[config.mk]
export PLATFORM = sky130hd
export DESIGN_NAME = fetch_ctrl
export DESIGN_NICKNAME = d
export VERILOG_FILES = /design/src/rtl/fetch_ctrl.sv
export SDC_FILE = /design/constraint.sdc
export NUM_CORES = 1
export LEC_CHECK = 0
export CELL_PAD_IN_SITES_DETAIL_PLACEMENT = 1
export CELL_PAD_IN_SITES_GLOBAL_PLACEMENT = 1
export CORE_MARGIN = 2
export CORE_UTILIZATION = 17
export CTS_BUF_LIST = sky130_fd_sc_hd__clkbuf_8
export CTS_CLUSTER_SIZE = 8
export DETAILED_ROUTE_END_ITERATION = 16
export HOLD_SLACK_MARGIN = 0.15
export PLACE_DENSITY_LB_ADDON = 0.1
export SLEW_MARGIN = 40
export SYNTH_ARGS = -nofsm -noshare
export SYNTH_HDL_FRONTEND = slang
export SYNTH_SLANG_ARGS = --single-unit
[constraint.sdc]
create_clock -name clk -period 1.1 [get_ports clk]
set_input_delay 0.165 -clock clk [delete_from_list [all_inputs] [get_ports clk]]
set_output_delay 0.165 -clock clk [all_outputs]
set_load 0.005 [all_outputs]
[src/rtl/fetch_ctrl.sv]
// Fetch-stage controller: arbitrates branch/jump redirects, load-use stalls and
// halt/resume for the PC and instruction-memory block, and sequences the boot vector.
// Optional performance counters are built only when FETCH_PERF_CNT_EN is defined.
module fetch_ctrl #(
    parameter int unsigned          ADDR_W          = 16,
    parameter logic [ADDR_W-1:0]    RESET_VEC       = ADDR_W'(16'h0008),
    parameter int unsigned          LD_STALL_CYCLES = 1
) (
    input  logic              clk,
    input  logic              reset,
    input  logic              br_req,
    input  logic [ADDR_W-1:0] br_target,
    input  logic              jmp_req,
    input  logic [ADDR_W-1:0] jmp_target,
    input  logic              hz_load_use,
    input  logic              halt_req,
    input  logic              resume,
    output logic              pc_mux_sel,
    output logic [ADDR_W-1:0] jmp_loc,
    output logic              stall,
    output logic              stall_pm,
    output logic              flush_if,
    output logic              flush_id,
    output logic              halted,
    output logic [15:0]       stall_cnt,
    output logic [15:0]       redir_cnt
);

    localparam logic [1:0] StBoot    = 2'd0;
    localparam logic [1:0] StRun     = 2'd1;
    localparam logic [1:0] StLdStall = 2'd2;
    localparam logic [1:0] StHalt    = 2'd3;

    // The request cycle is the first freeze cycle, so LD_STALL covers the remaining ones.
    localparam logic [3:0] LdCntInit =
        (LD_STALL_CYCLES > 1) ? 4'(LD_STALL_CYCLES - 2) : 4'd0;

    logic [1:0] state_q, state_d;
    logic [3:0] cnt_q, cnt_d;
    logic [1:0] state_eff;

    // Next-state and Mealy output decode; reset low forces BOOT behaviour immediately.
    always_comb begin
        state_eff  = reset ? state_q : StBoot;
        state_d    = state_eff;
        cnt_d      = cnt_q;
        pc_mux_sel = 1'b0;
        jmp_loc    = '0;
        stall      = 1'b0;
        stall_pm   = 1'b0;
        flush_if   = 1'b0;
        flush_id   = 1'b0;
        halted     = 1'b0;
        case (state_eff)
            StBoot: begin
                pc_mux_sel = 1'b1;
                jmp_loc    = RESET_VEC;
                flush_if   = 1'b1;
                flush_id   = 1'b1;
                state_d    = StRun;
            end
            StRun: begin
                if (br_req) begin
                    pc_mux_sel = 1'b1;
                    jmp_loc    = br_target;
                    flush_if   = 1'b1;
                    flush_id   = 1'b1;
                end else if (jmp_req) begin
                    pc_mux_sel = 1'b1;
                    jmp_loc    = jmp_target;
                    flush_if   = 1'b1;
                end else if (hz_load_use) begin
                    stall    = 1'b1;
                    stall_pm = 1'b1;
                    flush_id = 1'b1;
                    if (LD_STALL_CYCLES > 1) begin
                        state_d = StLdStall;
                        cnt_d   = LdCntInit;
                    end
                end else if (halt_req) begin
                    stall    = 1'b1;
                    stall_pm = 1'b1;
                    flush_id = 1'b1;
                    state_d  = StHalt;
                end
            end
            StLdStall: begin
                // Jump/hazard/halt are re-presented by the held ID instruction later.
                if (br_req) begin
                    pc_mux_sel = 1'b1;
                    jmp_loc    = br_target;
                    flush_if   = 1'b1;
                    flush_id   = 1'b1;
                    state_d    = StRun;
                end else begin
                    stall    = 1'b1;
                    stall_pm = 1'b1;
                    flush_id = 1'b1;
                    if (cnt_q == 4'd0) begin
                        state_d = StRun;
                    end else begin
                        cnt_d = cnt_q - 4'd1;
                    end
                end
            end
            StHalt: begin
                stall    = 1'b1;
                stall_pm = 1'b1;
                flush_id = 1'b1;
                halted   = 1'b1;
                if (resume) begin
                    state_d = StRun;
                end
            end
            default: begin
                state_d = StBoot;
            end
        endcase
    end

    // State and stall down-counter registers with synchronous active-low reset.
    always_ff @(posedge clk) begin
        if (!reset) begin
            state_q <= StBoot;
            cnt_q   <= 4'd0;
        end else begin
            state_q <= state_d;
            cnt_q   <= cnt_d;
        end
    end

`ifdef FETCH_PERF_CNT_EN
    logic [15:0] stall_cnt_q;
    logic [15:0] redir_cnt_q;

    // Saturating performance counters for stall cycles and redirects.
    always_ff @(posedge clk) begin
        if (!reset) begin
            stall_cnt_q <= 16'h0000;
            redir_cnt_q <= 16'h0000;
        end else begin
            if (stall && (stall_cnt_q != 16'hFFFF)) begin
                stall_cnt_q <= stall_cnt_q + 16'd1;
            end
            if (pc_mux_sel && (state_eff != StBoot) && (redir_cnt_q != 16'hFFFF)) begin
                redir_cnt_q <= redir_cnt_q + 16'd1;
            end
        end
    end

    assign stall_cnt = stall_cnt_q;
    assign redir_cnt = redir_cnt_q;
`else
    assign stall_cnt = 16'h0000;
    assign redir_cnt = 16'h0000;
`endif

endmodule

# --- Word-level counts from Yosys, hierarchy flattened ---
# Cells that the tools add are included.
op_classes:
  n_addsub: 1
  eq_ne: 3
  n_mux: 26
  bitwise: 2
  reduce_logical: 4
ops:
  columns: ["op", "count"]
  rows:
  - ["$mux 16", 3]
  - ["$pmux 16 s3", 1]
  - ["$mux 2", 8]
  - ["$mux 1", 10]
  - ["$pmux 2 s4", 1]
  - ["$pmux 1 s3", 2]
  - ["$eq 2x2->1 const B", 2]
  - ["$logic_not 4->1", 1]
  - ["$sub 4x1->4 const B", 1]
  - ["$reduce_and 3->1", 1]
  - ["$reduce_or 3->1", 1]
  - ["$eq 2x1->1 const B", 1]
  - ["$logic_not 2->1", 1]
  - ["$not 1->1", 2]
  - ["$pmux 1 s2", 1]
totals:
  reg_bits: 6
  inputBits: 39
  output_inout_bits: 54

# --- Logic depth before layout (Yosys ltp) ---
# Gate-level depths: netlist of the first run.
depth:
  ltp_word: 6
  ltp_mapped: 5

# --- Worst setup path after synthesis of the first run ---
# Ideal clock, no wire load.
synth_timing:
  path_kind: "register -> output"
  startpoint: "register state_q[1]"
  endpoint: "output port jmp_loc[0]"
  arrival_ps: 988
  required_time_ps: 935
  setup_slack_ps: -53
  stages_incl_launch_ff: 6
  n_path_buf: 2
  cell_sequence: "dfxtp_1 buf_4 nand2_1 buf_2 a32oi_1 nor2_1"
synth_between:
  elab_chain_cells: 3
  word_cells_on_any_way: 5
synth_rtl:
  columns: ["item", "line_no", "source"]
  rows:
  - ["from (decl)", "38", "logic [1:0] state_q, state_d;"]
  - ["from (signal assigned)", "124", "state_q <= StBoot;"]
  - ["from (signal assigned)", "127", "state_q <= state_d;"]
  - ["$mux 2 (*)", "44", "state_eff = reset ? state_q : StBoot;"]
  - ["$eq 2x2->1 (tied with other cells)", "54", "case (state_eff)"]
  - ["$pmux 16 s3 (*)", "54", null]
  - ["to (decl)", "19", "output logic [ADDR_W-1:0] jmp_loc,"]
# Mark *: on every way between the ends. The rest lies on a longest branch, timed or not.

# --- Worst setup path after layout of the first run ---
layout_timing:
  startpoint: "register state_q[0]"
  endpoint: "output port stall"
layout_between:
  elab_chain_cells: 3
  word_cells_on_any_way: 5
layout_rtl:
  columns: ["item", "line_no", "source"]
  rows:
  - ["$mux 2 (*)", "44", null]
  - ["$eq 2x2->1 or $eq 2x1->1 (tied branches)", "54", null]
  - ["$pmux 1 s3 (*)", "54", null]
  - ["to (decl)", "20", "output logic stall,"]
# Marks and branches as above.

==> reports/qor.yml, run 1 <==
synth:
  ys_seq_elements: 6
  synth.distinct_cells: 33
  synthMuxAreaShare: 0.02198
  synthSimpleGateAreaFrac: 0.1978
  synth_cells: 121
  synth_xor_area_frac: 0.009615
  yosys-top-cells-area: "buf_4 29%, a32oi_1 14%, dfxtp_1 13%"
  synth_compound_area_frac: 0.2486
  synth_area_sq_um: 910.9
  avgSynthCellArea_sq_um: 7.528
  synth_top_family_by_area: "buffers and inverters"
  netlist.area_leader.share: 0.2885
  yosys.area_share.adder: 0.01374
  yosysSeqAreaShare: 0.1319
  synth_largest_area_cell: "buf_4"
  yosys_warnings: 0
run_status:
  violations: "setup timing"
  outcome: "finished with violations"
worst_setup_path:
  cp-startpoint: "state_q[0]"
  slowest_delay_ps: 370
  required_ps: 940
  worstRegToRegCells: 4
  slowest_stage: "dfxtp_4"
  crit_path_start_kind: "flip-flop"
  r2r_end: "cnt_q[2]"
  r2r_slack_ps: -150
  crit_chain: "buf_6 > and2_4 > o221a_1 > buf_2"
  end_kind: "primary output"
  critPathKind: "flip-flop to primary output"
  r2r-start: "state_q[0]"
  cp-endpoint: "stall"
  critPathMaxFanout: 5
  cp.arrival_ps: 1280
placement:
  dpl_cell_area_sq_um: 1528
  numPortBuffers: 60
  gp_congestion: 0.7168
  dp_hpwl_mm: 2.766
floorplanning:
  placementRows: 26
  coreArea_sq_um: 5140
  pin_count: 93
  dieHeight_microns: 77.20
  die_area_sq_um: 5960
  start_util: 0.1772
  die_w_microns: 77.20
grt:
  antenna_found_initial: 0
  overflow: 0
  grt_max_degree: 9
  grt_usage: 0.1253
  grt_first_pass_wirelength_mm: 6.037
  grt_pass1_vias: 1102
power:
  p_per_area_nw_per_um2: 550.6
  ir_drop_uv: 715.4
  leakagePower_nw: 0.8171
cells_and_area:
  final_design_area_no_fill_sq_um: 1837
  layout_common_cells: "35 x clkdlybuf4s50_1, 32 x conb_1, 21 x buf_2"
  syn2layout_area_growth_pct: 101.6
  final_nets: 236
  utilization: 0.3574
  drive_above_1_share: 0.4433
  antennaDiodeCount: 0
  layout_commonest_cell: "clkdlybuf4s50_1"
cts:
  tritoncts: "done"
  clock-root-buffer: "clkbuf_8"
  ctsHoldBuffers: 0
  clock_path_buffers: 2
  cts.htree.levels: 1
  clk_latency_ps: 220
  cts.sinks: 6
  clk_pin_slew_ps: 40
  cts_made_buffers: 3
drt:
  wl_met3_microns: 257
  drtAntennaViolNets: 0
  wirelength_mm: 3.960
  highest-signal-layer: "met4"
  via_count: 1072
  vias_per_cell: 4.061
  wl_met2_mm: 1.998
  drt_pass1_iterations: 4
  wl_per_cell_microns: 15.00
  met1_length_mm: 1.695
  initialDrtViolationCount: 29
  drc: 0
timing:
  slew_viol_final: 0
  fin_ws_ps: -347.2
  fmax_ghz: 0.6910
  fin_crit_sh: 1.316
  fin_crit_ps: 1447
  rsz0062_at_grt: "true"
  finalSetupViolations: 28
  finalClockSkew_ps: 2.809
  hold_viol_final: 0
  finalSetupTns_ps: -6605
job:
  max_cap_viol_count: 0
worst_hold_path:
  hp-class: "flip-flop to flip-flop"
==> kinds of logic (layout without fill, tap and decap cells) <==
family / after synthesis / after routing
flip-flops: 6 / 6
buffers and inverters: 47 / 88
XOR/XNOR: 1 / 1
other: 1 / 32
multiplexers: 2 / 2
AO/OA/AOI/OAI: 28 / 28
AND/OR/NAND/NOR: 35 / 36
adder cells (fa/ha/maj): 1 / 1
==> synth_stat cells (all sizes together) <==
library cell / n
a21oi: 2
a22oi: 1
a31oi: 1
a32oi: 15
a41o: 2
and2: 2
and2b: 1
and3: 1
and4bb: 2
buf: 41
conb: 1
dfxtp: 6
dlygate4sd1: 1
ha: 1
inv: 5
mux2i: 2
nand2: 7
nand2b: 1
nor2: 17
nor2b: 1
nor3: 1
nor3b: 2
o21a: 1
o21ai: 4
o221a: 1
o2bb2ai: 1
xor2: 1
==> state kept, by name (all words and copies together) (netlist names) <==
signal and flops:
cnt_q 4, state_q 2
==> per-stage QoR <==
stage	cells	setup WS (ps)	total power, mW	hold slack, ps
after floorplan	152	-33.79	0.4436	346.6
after global placement	254	-817.7	0.5870	523.7
after detailed placement	254	-852.5	0.5919	563.2
after CTS	264	-356.0	0.9910	556.0
after global routing	264	-378.6	1.071	590.0
final	264	-347.2	1.011	556.3
==> power breakdown <==
group          internal, mW  switching [mW]
Clock                 0.235          0.0918
Combinational         0.268           0.192
Sequential            0.218         0.00682
==> worst max-delay path, delay by kind of cell, from the launching register on <==
kind | cells | cell delay (ps)
DFF | 1 | 370
buffers and inverters | 2 | 260
and+or+nand+nor | 1 | 160
AOI/OAI and AO/OA | 1 | 270
==> routing by layer <==
layer	up-vias	track usage
met3	2	0.02941
li1	513	-
met2	50	0.2270
met1	507	0.1533
met4	0	0.01607
met5	-	0
==> worst min-delay path by stage <==
stage	startpoint	end	depth (start not counted)
after floorplan	resume	state_q[1]	3
after global placement	cnt_q[0]	cnt_q[0]	2
after detailed placement	cnt_q[0]	cnt_q[0]	2
after CTS	resume	state_q[1]	4
after global routing	resume	state_q[1]	4
final	cnt_q[0]	cnt_q[0]	2
==> layout make-up <==
| type | count | area, sq um |
|---|---|---|
| Clock buffer | 3 | 41.29 |
| Fill cell | 634 | 3303 |
| Multi-Input combinational cell | 100 | 795.8 |
| Sequential cell | 6 | 127.6 |
| Tap cell | 70 | 87.58 |
| Timing Repair Buffer | 80 | 765.7 |
| Inverter | 5 | 18.77 |
==> timing repair <==
| action | in CTS | in global routing |
|---|---|---|
| pin swaps | 38 | 21 |
| resized for setup | 134 | 15 |
| setup endpoints to repair | 28 | 28 |
| buffers inserted | 3 | 0 |
| cloned | 4 | 0 |
(Power assumes the default switching activity.)
==> run 2: changes to the inputs <==
Settings changed: CAP_MARGIN set to 20.
==> results of run 2 <==
The final DEF is identical to that of run 1; final timing and power are the same.
